**src/rtl/boot_loader.sv**
```systemverilog
// boot_loader
//
// Serial boot loader.
// It receives a framed image over an 8N1 UART line and writes the payload
// into the system BRAM through a byte write port. The 6502 core is held in
// reset until a complete frame with a matching checksum has been stored.
//
// Frame on the wire: A5, LEN_LO, LEN_HI, LEN payload bytes, CSUM.
// CSUM is the modulo-256 sum of the payload bytes.
//
// Parameters
//   CLKS_PER_BIT  i_clk cycles per UART bit (>= 4, even)
//   LOAD_ADDR     RAM address of the first payload byte
//   RAM_DEPTH     RAM size in bytes; bounds the accepted payload length
//
// Ports
//   i_clk         system clock
//   i_rst         synchronous reset, active-low
//   i_rx          asynchronous UART receive line, idles high
//   o_addr        RAM write address
//   o_data        RAM write data
//   o_we          one-cycle RAM write strobe
//   o_core_rst_n  core reset, active-low; released only after a good load
//   o_busy        a frame is in progress
//   o_err         last frame failed; held until the next sync byte
module boot_loader #(
    parameter int          CLKS_PER_BIT = 16,
    parameter logic [15:0] LOAD_ADDR    = 16'h0000,
    parameter int          RAM_DEPTH    = 1024
) (
    input  logic        i_clk,
    input  logic        i_rst,
    input  logic        i_rx,
    output logic [15:0] o_addr,
    output logic [7:0]  o_data,
    output logic        o_we,
    output logic        o_core_rst_n,
    output logic        o_busy,
    output logic        o_err
);

    localparam int            CW       = $clog2(CLKS_PER_BIT);
    localparam logic [CW-1:0] FULL_CNT = CW'(CLKS_PER_BIT - 1);
    localparam logic [CW-1:0] HALF_CNT = CW'(CLKS_PER_BIT / 2 - 1);
    localparam int            MAX_LEN  = RAM_DEPTH - int'(LOAD_ADDR);
    localparam logic [7:0]    SYNC_BYTE = 8'hA5;

    typedef enum logic [1:0] {RX_IDLE, RX_START, RX_DATA, RX_STOP} rx_state_t;
    typedef enum logic [2:0] {
        L_SYNC, L_LEN_LO, L_LEN_HI, L_DATA, L_CSUM, L_DONE, L_ERR
    } ld_state_t;

    // Input synchroniser and edge history; all reset high to match line idle.
    logic rx_meta_q, rx_sync_q, rx_prev_q;

    rx_state_t     rx_state_q, rx_state_d;
    logic [CW-1:0] cnt_q, cnt_d;
    logic [2:0]    bit_q, bit_d;
    logic [7:0]    shift_q, shift_d;
    logic          byte_vld;
    logic          byte_ferr;

    ld_state_t   ld_state_q, ld_state_d;
    logic [15:0] len_q, len_d;
    logic [15:0] idx_q, idx_d;
    logic [7:0]  sum_q, sum_d;
    logic [15:0] addr_q, addr_d;
    logic [7:0]  data_q, data_d;
    logic        we_q, we_d;
    logic [15:0] new_len;
    logic [15:0] idx_inc;

    assign new_len = {shift_q, len_q[7:0]};
    assign idx_inc = idx_q + 16'd1;

    // UART receiver. byte_vld / byte_ferr pulse in the cycle the stop bit is
    // sampled; shift_q already holds the complete byte in that cycle.
    always_comb begin
        rx_state_d = rx_state_q;
        cnt_d      = cnt_q;
        bit_d      = bit_q;
        shift_d    = shift_q;
        byte_vld   = 1'b0;
        byte_ferr  = 1'b0;
        case (rx_state_q)
            RX_IDLE: begin
                cnt_d = '0;
                if (rx_prev_q && !rx_sync_q) begin
                    rx_state_d = RX_START;
                end
            end
            RX_START: begin
                if (cnt_q == HALF_CNT) begin
                    cnt_d = '0;
                    bit_d = 3'd0;
                    // Line back high at mid start bit: a glitch, not a frame.
                    rx_state_d = rx_sync_q ? RX_IDLE : RX_DATA;
                end else begin
                    cnt_d = cnt_q + 1'b1;
                end
            end
            RX_DATA: begin
                if (cnt_q == FULL_CNT) begin
                    cnt_d   = '0;
                    shift_d = {rx_sync_q, shift_q[7:1]};
                    if (bit_q == 3'd7) begin
                        rx_state_d = RX_STOP;
                    end else begin
                        bit_d = bit_q + 3'd1;
                    end
                end else begin
                    cnt_d = cnt_q + 1'b1;
                end
            end
            RX_STOP: begin
                if (cnt_q == FULL_CNT) begin
                    cnt_d      = '0;
                    rx_state_d = RX_IDLE;
                    byte_vld   = rx_sync_q;
                    byte_ferr  = !rx_sync_q;
                end else begin
                    cnt_d = cnt_q + 1'b1;
                end
            end
            default: rx_state_d = RX_IDLE;
        endcase
    end

    // Loader FSM; acts on a byte in the same cycle it completes so the
    // registered write strobe appears one cycle later.
    always_comb begin
        ld_state_d = ld_state_q;
        len_d      = len_q;
        idx_d      = idx_q;
        sum_d      = sum_q;
        addr_d     = addr_q;
        data_d     = data_q;
        we_d       = 1'b0;
        if (byte_ferr) begin
            if (ld_state_q != L_DONE) begin
                ld_state_d = L_ERR;
            end
        end else if (byte_vld) begin
            case (ld_state_q)
                L_SYNC, L_ERR: begin
                    if (shift_q == SYNC_BYTE) begin
                        ld_state_d = L_LEN_LO;
                    end
                end
                L_LEN_LO: begin
                    len_d      = {8'h00, shift_q};
                    ld_state_d = L_LEN_HI;
                end
                L_LEN_HI: begin
                    len_d = new_len;
                    idx_d = 16'd0;
                    sum_d = 8'd0;
                    if (int'(new_len) > MAX_LEN) begin
                        ld_state_d = L_ERR;
                    end else if (new_len == 16'd0) begin
                        ld_state_d = L_CSUM;
                    end else begin
                        ld_state_d = L_DATA;
                    end
                end
                L_DATA: begin
                    we_d   = 1'b1;
                    addr_d = LOAD_ADDR + idx_q;
                    data_d = shift_q;
                    sum_d  = sum_q + shift_q;
                    idx_d  = idx_inc;
                    if (idx_inc == len_q) begin
                        ld_state_d = L_CSUM;
                    end
                end
                L_CSUM: begin
                    ld_state_d = (shift_q == sum_q) ? L_DONE : L_ERR;
                end
                default: ld_state_d = ld_state_q;
            endcase
        end
    end

    always_ff @(posedge i_clk) begin
        if (!i_rst) begin
            rx_meta_q  <= 1'b1;
            rx_sync_q  <= 1'b1;
            rx_prev_q  <= 1'b1;
            rx_state_q <= RX_IDLE;
            cnt_q      <= '0;
            bit_q      <= 3'd0;
            ld_state_q <= L_SYNC;
            addr_q     <= 16'd0;
            data_q     <= 8'd0;
            we_q       <= 1'b0;
        end else begin
            rx_meta_q  <= i_rx;
            rx_sync_q  <= rx_meta_q;
            rx_prev_q  <= rx_sync_q;
            rx_state_q <= rx_state_d;
            cnt_q      <= cnt_d;
            bit_q      <= bit_d;
            ld_state_q <= ld_state_d;
            addr_q     <= addr_d;
            data_q     <= data_d;
            we_q       <= we_d;
        end
    end

    // Pure datapath: always (re)loaded before being consumed.
    always_ff @(posedge i_clk) begin
        shift_q <= shift_d;
        len_q   <= len_d;
        idx_q   <= idx_d;
        sum_q   <= sum_d;
    end

    assign o_addr       = addr_q;
    assign o_data       = data_q;
    assign o_we         = we_q;
    assign o_core_rst_n = (ld_state_q == L_DONE);
    assign o_err        = (ld_state_q == L_ERR);
    assign o_busy       = (ld_state_q == L_LEN_LO) || (ld_state_q == L_LEN_HI) ||
                          (ld_state_q == L_DATA)   || (ld_state_q == L_CSUM);

endmodule

```
**config.mk**
```make
export PLATFORM = sky130hd
export DESIGN_NAME = boot_loader
export DESIGN_NICKNAME = d
export VERILOG_FILES = /design/src/rtl/boot_loader.sv
export SDC_FILE = /design/constraint.sdc
export NUM_CORES = 1
export LEC_CHECK = 0
export CORE_ASPECT_RATIO = 1.2
export CORE_UTILIZATION = 35
export CTS_BUF_LIST = sky130_fd_sc_hd__clkbuf_8
export CTS_CLUSTER_SIZE = 8
export DETAILED_ROUTE_END_ITERATION = 8
export GPL_TIMING_DRIVEN = 0
export PLACE_DENSITY = 0.55
export REMOVE_ABC_BUFFERS = 1
export SYNTH_ARGS = -nofsm -noshare
export SYNTH_HDL_FRONTEND = slang
export SYNTH_SLANG_ARGS = --single-unit
export TNS_END_PERCENT = 10
```
**constraint.sdc**
```tcl
create_clock -name i_clk -period 2.45 [get_ports i_clk]
set_input_delay 0.245 -clock i_clk [delete_from_list [all_inputs] [get_ports i_clk]]
set_output_delay 0.245 -clock i_clk [all_outputs]
set_load 0.005 [all_outputs]
```
* Word-level counts from Yosys, hierarchy flattened
Cells that the tools add are included. Widths: inputs -> output; s select.
Storage, ports and cells: output and inout port bits 28, memories 0, word-level logic and storage cells 104, bits in read-only memories 0, latch bits 0, bits of input ports 3, memory bits (writable) 0, flip-flop bits (word level) 88
Cells by class: $mul 0, equality and inequality tests 25, order comparisons 1, reduce and logical (&&, ||, !) cells 24, mux-type cells 31, $add $sub $neg 4, div/mod/pow operators 0, shifts and indexed selects 0, bitwise logic cells 4
Operators with widths (number):
- $pmux 16 s2 | 2
- $mux 3 | 10
- $add 16x1->16 const B | 1
- $eq 16x16->1 | 1
- $gt 16x11->1 const B | 1
- $logic_not 16->1 | 1
- $pmux 8 s2 | 1
- $pmux 3 s5 | 1
- $mux 2 | 7
- $eq 3x3->1 const B | 4
- $ne 2x2->1 const B | 6
- $pmux 4 s3 | 1
- $reduce_and 5->1 | 2
- $ne 3x3->1 const B | 3
- $reduce_and 3->1 | 3
- $add 8x8->8 | 1
- $eq 8x8->1 | 1
- $eq 8x8->1 const B | 1
- $mux 4 | 2
- $pmux 2 s4 | 1
- $reduce_and 4->1 | 2
- $reduce_bool 2->1 | 4
- $eq 3x2->1 const B | 2
- $pmux 3 s2 | 1
- other kinds (19) | 30

* Depth between registers and ports, before layout
Gate-level depths: netlist of the first run.
depth after elaboration 6, mapped depth 10, mapped depth without buffers 10

* Worst setup path after synthesis of the first run
OpenSTA, ideal clock, no wires.
path kind reg-to-reg, start register cnt_q[0], end register idx_q[0] (enable), data arrival time 2.136 ns, library setup time 0.405 ns, clock period less this slack 2.541 ns, cell stages (with the launch flop) 5, slack -0.091 ns, buffers on the path 0, data required time 2.045 ns, cell sequence dfxtp_1 > ha_1 > and3_1 > nand4_1 > nor2_1
On the way: word-level cells in the longest chain between the ends 5, elaborated cells on any way between the ends 7, those cells by class eq/ne: 1; mux: 4; bitwise: 1; reduce/logical: 1
Ends and longest elaborated chain:
- start, declared | line 57 | logic [CW-1:0] cnt_q, cnt_d;
- start signal, assigned | line 201 | cnt_q <= cnt_d;
- $eq 4x4->1 (*) | line 116 | if (cnt_q == FULL_CNT) begin
- $mux 1 | line 116
- $mux 1 | line 85 | case (rx_state_q)
- $not 1->1 (no line)
- $reduce_and 3->1 (no line) (*)
- end signal, assigned | line 214 | idx_q <= idx_d;
- end, declared | line 65 | logic [15:0] idx_q, idx_d;
Mark *: on every way between the ends. The rest lies on a longest branch, timed or not. A chain may end at the register's enable or synchronous reset.

* Worst setup path after layout of the first run
start register idx_q[2], end register ld_state_q[2]
On the way: word-level cells in the longest chain between the ends 4
Ends and longest elaborated chain:
- $add 16x1->16 | line 74 | assign idx_inc = idx_q + 16'd1;
- $eq 16x16->1 | line 172 | if (idx_inc == len_q) begin
- $ne 3x3->1 (no line)
- $reduce_and 5->1 (no line)
- end signal, assigned | line 203 | ld_state_q <= ld_state_d;
- end, declared | line 63 | ld_state_t ld_state_q, ld_state_d;
No other way between the ends.

==> results of run 1 <==
-- final timing paths --
kind | start | endpoint | slack [ns]
worst max-delay path | idx_q[2]$_SDFFCE_PN0P_ | ld_state_q[2]$_SDFFE_PN0P_ | 0.09
worst min-delay path | rx_meta_q$_SDFF_PN1_ | rx_sync_q$_SDFF_PN1_ | 0.42
worst max register to register | idx_q[2]$_SDFFCE_PN0P_ | ld_state_q[2]$_SDFFE_PN0P_ | 0.09
worst min register to register | rx_meta_q$_SDFF_PN1_ | rx_sync_q$_SDFF_PN1_ | 0.42
-- worst max-delay path, stage by stage, from the launching register on --
cell and delay [ns]:
edfxtp_1 0.46, buf_4 0.18, nand4_1 0.21, nor4_4 0.35, xnor2_1 0.20, xor2_1 0.17, o2111ai_1 0.18, nor4_4 0.35
o221a_1 0.23
-- cell type report --
class                   instances  share of cell area
inverters                       9            0.005960
multi-input cells             345              0.4011
clock inverters                 7             0.02494
repair buffers                 71              0.1143
flip-flops and latches         88              0.3956
well taps                     164             0.03620
clock buffers                   9             0.02185
-- placed cells by master, fill, tap and decap left out, types with 5 or more instances in the layout --
master	Yosys	final
clkbuf_8	0	9
o21ai_0	10	10
nand3_1	12	11
a21oi_1	43	43
clkdlybuf4s50_1	0	30
nor2b_1	12	12
nand2b_1	7	7
nand4_1	6	6
dfxtp_1	40	40
nor3_1	7	6
and2_1	9	9
xnor2_1	25	25
edfxtp_1	48	48
and3_1	6	5
nor2_1	55	52
buf_4	6	39
inv_1	9	9
xor2_1	12	12
ha_1	11	10
nor4_4	3	5
nand2_1	71	69
-- flip-flops by register name, summed over array words and instances (netlist names), 4 cells and up, named ones only --
signal / cells
cnt_q: 4
idx_q: 16
len_q: 16
o_addr: 16
o_data: 8
shift_q: 8
sum_q: 8
-- metal layers --
metal,up-vias,track usage
met3,21,0.03340
met5,-,0
li1,1740,-
met2,98,0.2557
met4,0,0.06618
met1,1714,0.2068
-- power groups by stage --
stage          logic (uW)  registers [uW]  clock network (uW)
6_report             21.1            1540                1340
5_1_grt              24.3            1550                1420
4_1_cts              21.5            1540                1360
3_5_place_dp         21.6            1580                   0
3_3_place_gp         21.1            1580                   0
2_1_floorplan        11.4            1580                   0
-- what timing repair did --
action	in CTS	in global routing
resized for setup	3	21
endpoints found under the setup margin	50	68
buffers inserted	0	39
hold endpoints to repair	0	0
pin swaps	0	13
-- logic make-up after synthesis --
kind of cell,share of synthesized area
mux,0.004690
buf+inv,0.03669
fa+ha+maj,0.03476
simple gates,0.2430
flops,0.4943
xor+xnor,0.08000
compound gates,0.1065
-- through the flow --
| step | instances | TNS [ns] |
|---|---|---|
| after CTS | 654 | -2.826 |
| after global routing | 693 | -0.03006 |
| after floorplan | 442 | -2.205 |
| after detailed placement | 638 | -9.726 |
| after global placement | 636 | -52.52 |
| final | 693 | 0 |
==> flow_summary.ini, run 1 <==
[clock_network]
cts_sinks = 88
path_clk_slew_ns = 0.09
numCtsBuffers = 9
clock-root-buffer = clkbuf_8
cts_hold_buffers = 0
htree_levels = 3
clock_path_buffers = 2
cts_tree = done
clk_latency_ns = 0.36

[timing]
finalHoldViolations = 0
drv_slew = 0
fin_crit_sh = 0.9648
finalClockSkew_ns = 0.01003
slew_headroom = 0.3131
setup_slack_ns = 0.08627
finalSetupViolCount = 0
fmax_mhz = 423.1
layout_min_cycle_time_ns = 2.364
tightest_slew_ns = 1.029
hold_ws_ns = 0.4151

[yosys]
synthFlopType = edfxtp_1
synthDistinctLibCells = 59
synth_area_leaders = edfxtp_1, dfxtp_1, nand2_1
ys_top_cells_by_count = nand2_1, nor2_1, edfxtp_1, a21oi_1, dfxtp_1
synth_area_leader_cell = edfxtp_1
synth-seq-area-share = 0.4943
synth_edf_count = 48
synthCells = 468
async_reset_ff_frac = 0
synth_top_area_frac = 0.3178
yosysWarningCount = 0
syn_avg_cell_area_um2 = 9.691
yosysMostFrequentCell = nand2_1
synth_area_um2 = 4536
synth-seq-cells = 88

[floorplanning]
row_count = 45
initial_utilization = 0.3580
pin_count = 31
core_area_um2 = 12670
die-height_um = 126.7
die-width_um = 105.9
die_area_um2 = 13420

[run_status]
outcome = finished, final reports clean

[grt]
antenna_found_initial = 0
gr-total-overflow = 0
grt_pass1_vias = 3240
grt_pass1_wl_um = 16570
grt_start_max_net_pins = 31
track_usage = 0.1587

[finish]
multi_input_area_um2 = 2273
final_util = 0.4474
stdcell_area_um2 = 5668
drive_gt1_frac = 0.1701
n_antenna_cell = 0
regArea_um2 = 2242
syn_to_final_growth_pct = 24.97
fin_nets = 539
fillers = 1189

[power]
total_power_uw = 2906
switching_share = 0.1973
pwr-share-seq = 0.531
leakage_uw = 0.002003
irDropWorstVdd_mv = 0.3448
comb_power_share = 0.007
power.density_nw_per_um2 = 512.7
p_clk_frac = 0.461
p_int_uw = 2333
power.switching_uw = 573.4

[placement]
dp_slack_ns = -0.3595
place_congestion = 0.8403
dp_hpwl_um = 6775
portBuffers = 30
placed_area_um2 = 4969

[critical_path]
worstSetupPathType = reg -> reg
crit_path_end_kind = register
reg2regPathDepth = 8
crit_arrival_ns = 2.67
start_kind = register
worstPathMaxFanout = 4
cp.required_ns = 2.76

[detailed_routing]
wl_per_cell_um = 14.94
via_per_inst = 5.156
dr_total_vias = 3573
top_layer = met4
met2_length_um = 5053
drt_wl_total_um = 10360
route.detailed.drc = 0
antenna_left = 0
dr.pass1.iters = 5
m1WireLength_um = 4660
dr_wl_met3_um = 416
drt_iter0_markers = 197

[run]
cap_violations = 0

[min_path]
min_path_cells = 1
worstHoldPathType = reg -> reg
Power figures use the tool's default switching activity.
==> run 2, diff against run 1 <==
- CORE_ASPECT_RATIO: 1.2 -> 0.75
==> flow_summary.ini, run 2 (synthesis results as in run 1) <==
[detailed_routing]
antenna_left = 0
drt_wl_total_um = 10080
via_per_inst = 5.037
dr_total_vias = 3430
drt_iter0_markers = 289
route.detailed.drc = 0
dr.pass1.iters = 4
wl_per_cell_um = 14.80

[finish]
final_cell_mix = nand2_1, nor2_1, edfxtp_1, a21oi_1, dfxtp_1
drive_gt1_frac = 0.1359
fin_nets = 525
syn_to_final_growth_pct = 18.90
layout_commonest_cell = nand2_1
n_antenna_cell = 0
stdcell_count = 681

[grt]
gr-max-usage-layer = met2
gr-total-overflow = 0
grt_start_max_net_pins = 31
use_met2 = 0.2432
antenna_found_initial = 0
track_usage = 0.1525
grt_pass1_wl_um = 16040
grt_pass1_vias = 3198
grtUsageMet1 = 0.2058
grt_use_met3 = 0.03570

[power]
total_power_uw = 2522
irDropWorstVdd_mv = 0.2760
power.density_nw_per_um2 = 467.6
leakage_uw = 0.001870

[clock_network]
cts_hold_buffers = 0
path_clk_slew_ns = 0.08
clk_latency_ns = 0.36
htree_levels = 3
clock_path_buffers = 2
cts_tree = done
numCtsBuffers = 9
clock-root-buffer = clkbuf_8
cts_sinks = 88

[timing]
setup_slack_ns = 0.05763
slew_headroom = 0.2991
finalSetupViolCount = 0
fin_crit_sh = 0.9765
finalHoldViolations = 0
layout_min_cycle_time_ns = 2.392
fmax_mhz = 418.0
setup_tns_ns = 0
tightest_slew_ns = 1.050
finalClockSkew_ns = 0.009630
drv_slew = 0
rsz0062_at_grt = true

[min_path]
worstHoldPathType = reg -> reg
min_path_cells = 1
min_to = rx_sync_q$_SDFF_PN1_
min_from = rx_meta_q$_SDFF_PN1_

[critical_path]
worstSetupPathType = reg -> reg
path_cells = or3_4 -> nor4_4 -> nor2_2 -> a221oi_4 -> o211ai_2 -> nor4_4 -> o221a_1
path_common_cell = nor4_4
start_kind = register
r2r_start = shift_q[3]$_DFFE_PP_
r2r_end = ld_state_q[2]$_SDFFE_PN0P_
rrSetupSlack_ns = 0.06
crit_path_end_kind = register
crit_arrival_ns = 2.70
slowest_delay_ns = 0.46
cp.required_ns = 2.76
worstPathMaxFanout = 4
reg2regPathDepth = 7
cp_slowest_cell = edfxtp_1

[run]
cap_violations = 0

[floorplanning]
core_area_um2 = 12440
die_area_um2 = 13420
row_count = 35
die-width_um = 133.4
pin_count = 31
initial_utilization = 0.3647
die-height_um = 100.6

[placement]
dp_slack_ns = -0.3892
placed_cells = 640
dp_hpwl_um = 6778
place_congestion = 0.8032
portBuffers = 30

[run_status]
outcome = finished, final reports clean
-- run 2: cell types whose count changed in the layout (fill, tap and decap cells not counted), moves of 2 or more --
cell       delta
clkinv_1      +3
nor4_2        +2
buf_4        -15
bufinv_16     -3
inv_6         -2
nor4_4        -2
-- run 2: through the flow --
| step | cell area [um2] | hold slack [ns] | util |
|---|---|---|---|
| global route | 5393 | 0.4531 | 0.4336 |
| finish | 5393 | 0.4258 | 0.4336 |
| detailed placement | 4955 | 0.4030 | 0.3984 |
| floorplan | 4403 | 0.3180 | - |
| CTS | 5140 | 0.4269 | 0.4133 |
| global placement | 4911 | 0.4012 | 0.3949 |
-- run 2: cell type report --
cell class / instances / area [um2]
Clock buffer: 9 / 123.9
Timing Repair Buffer: 57 / 524.3
Sequential cell: 88 / 2242
Fill cell: 1206 / 7044
Clock inverter: 7 / 53.80
Inverter: 9 / 33.78
Tap cell: 166 / 207.7
Multi-Input combinational cell: 345 / 2207
-- run 2: per-layer routing --
layer  vias up  share of wire  routed length (um)
li1       1710              -                   -
met1      1638           0.49                4982
met2        70           0.46                4588
met3        12          0.034                 344
met4         0          0.016                 160
met5         -              0                   0
-- run 2: what timing repair did --
action | CTS | global route
setup buffers | 0 | 25
endpoints found under the hold margin | 0 | 0
gates resized for setup | 2 | 13
endpoints found under the setup margin | 52 | 68
pin swaps | 0 | 6
gates cloned | 0 | 0
-- run 2: critical path, delay by kind of cell, from the launching register on --
kind / cells / cell delay, ns
DFF: 1 / 0.46
and+or+nand+nor: 4 / 1.10
AOI/OAI and AO/OA: 3 / 0.77
-- run 2: report_power, final --
part	internal, uW	switching (uW)
logic	6.74	14.4
clock network	453	503
registers	1540	3.57
-- run 2: worst max-delay path by stage --
| stage | endpoint | start |
|---|---|---|
| finish | ld_state_q[2]$_SDFFE_PN0P_ | shift_q[3]$_DFFE_PP_ |
| global route | ld_state_q[2]$_SDFFE_PN0P_ | idx_q[3]$_SDFFCE_PN0P_ |
| CTS | len_q[14]$_SDFFCE_PN0P_ | cnt_q[0]$_SDFF_PN0_ |
| detailed placement | o_addr[7]$_SDFFE_PN0P_ | ld_state_q[1]$_SDFFE_PN0P_ |
| global placement | o_data[3]$_SDFFE_PN0P_ | ld_state_q[1]$_SDFFE_PN0P_ |
| floorplan | idx_q[0]$_SDFFCE_PN0P_ | cnt_q[0]$_SDFF_PN0_ |
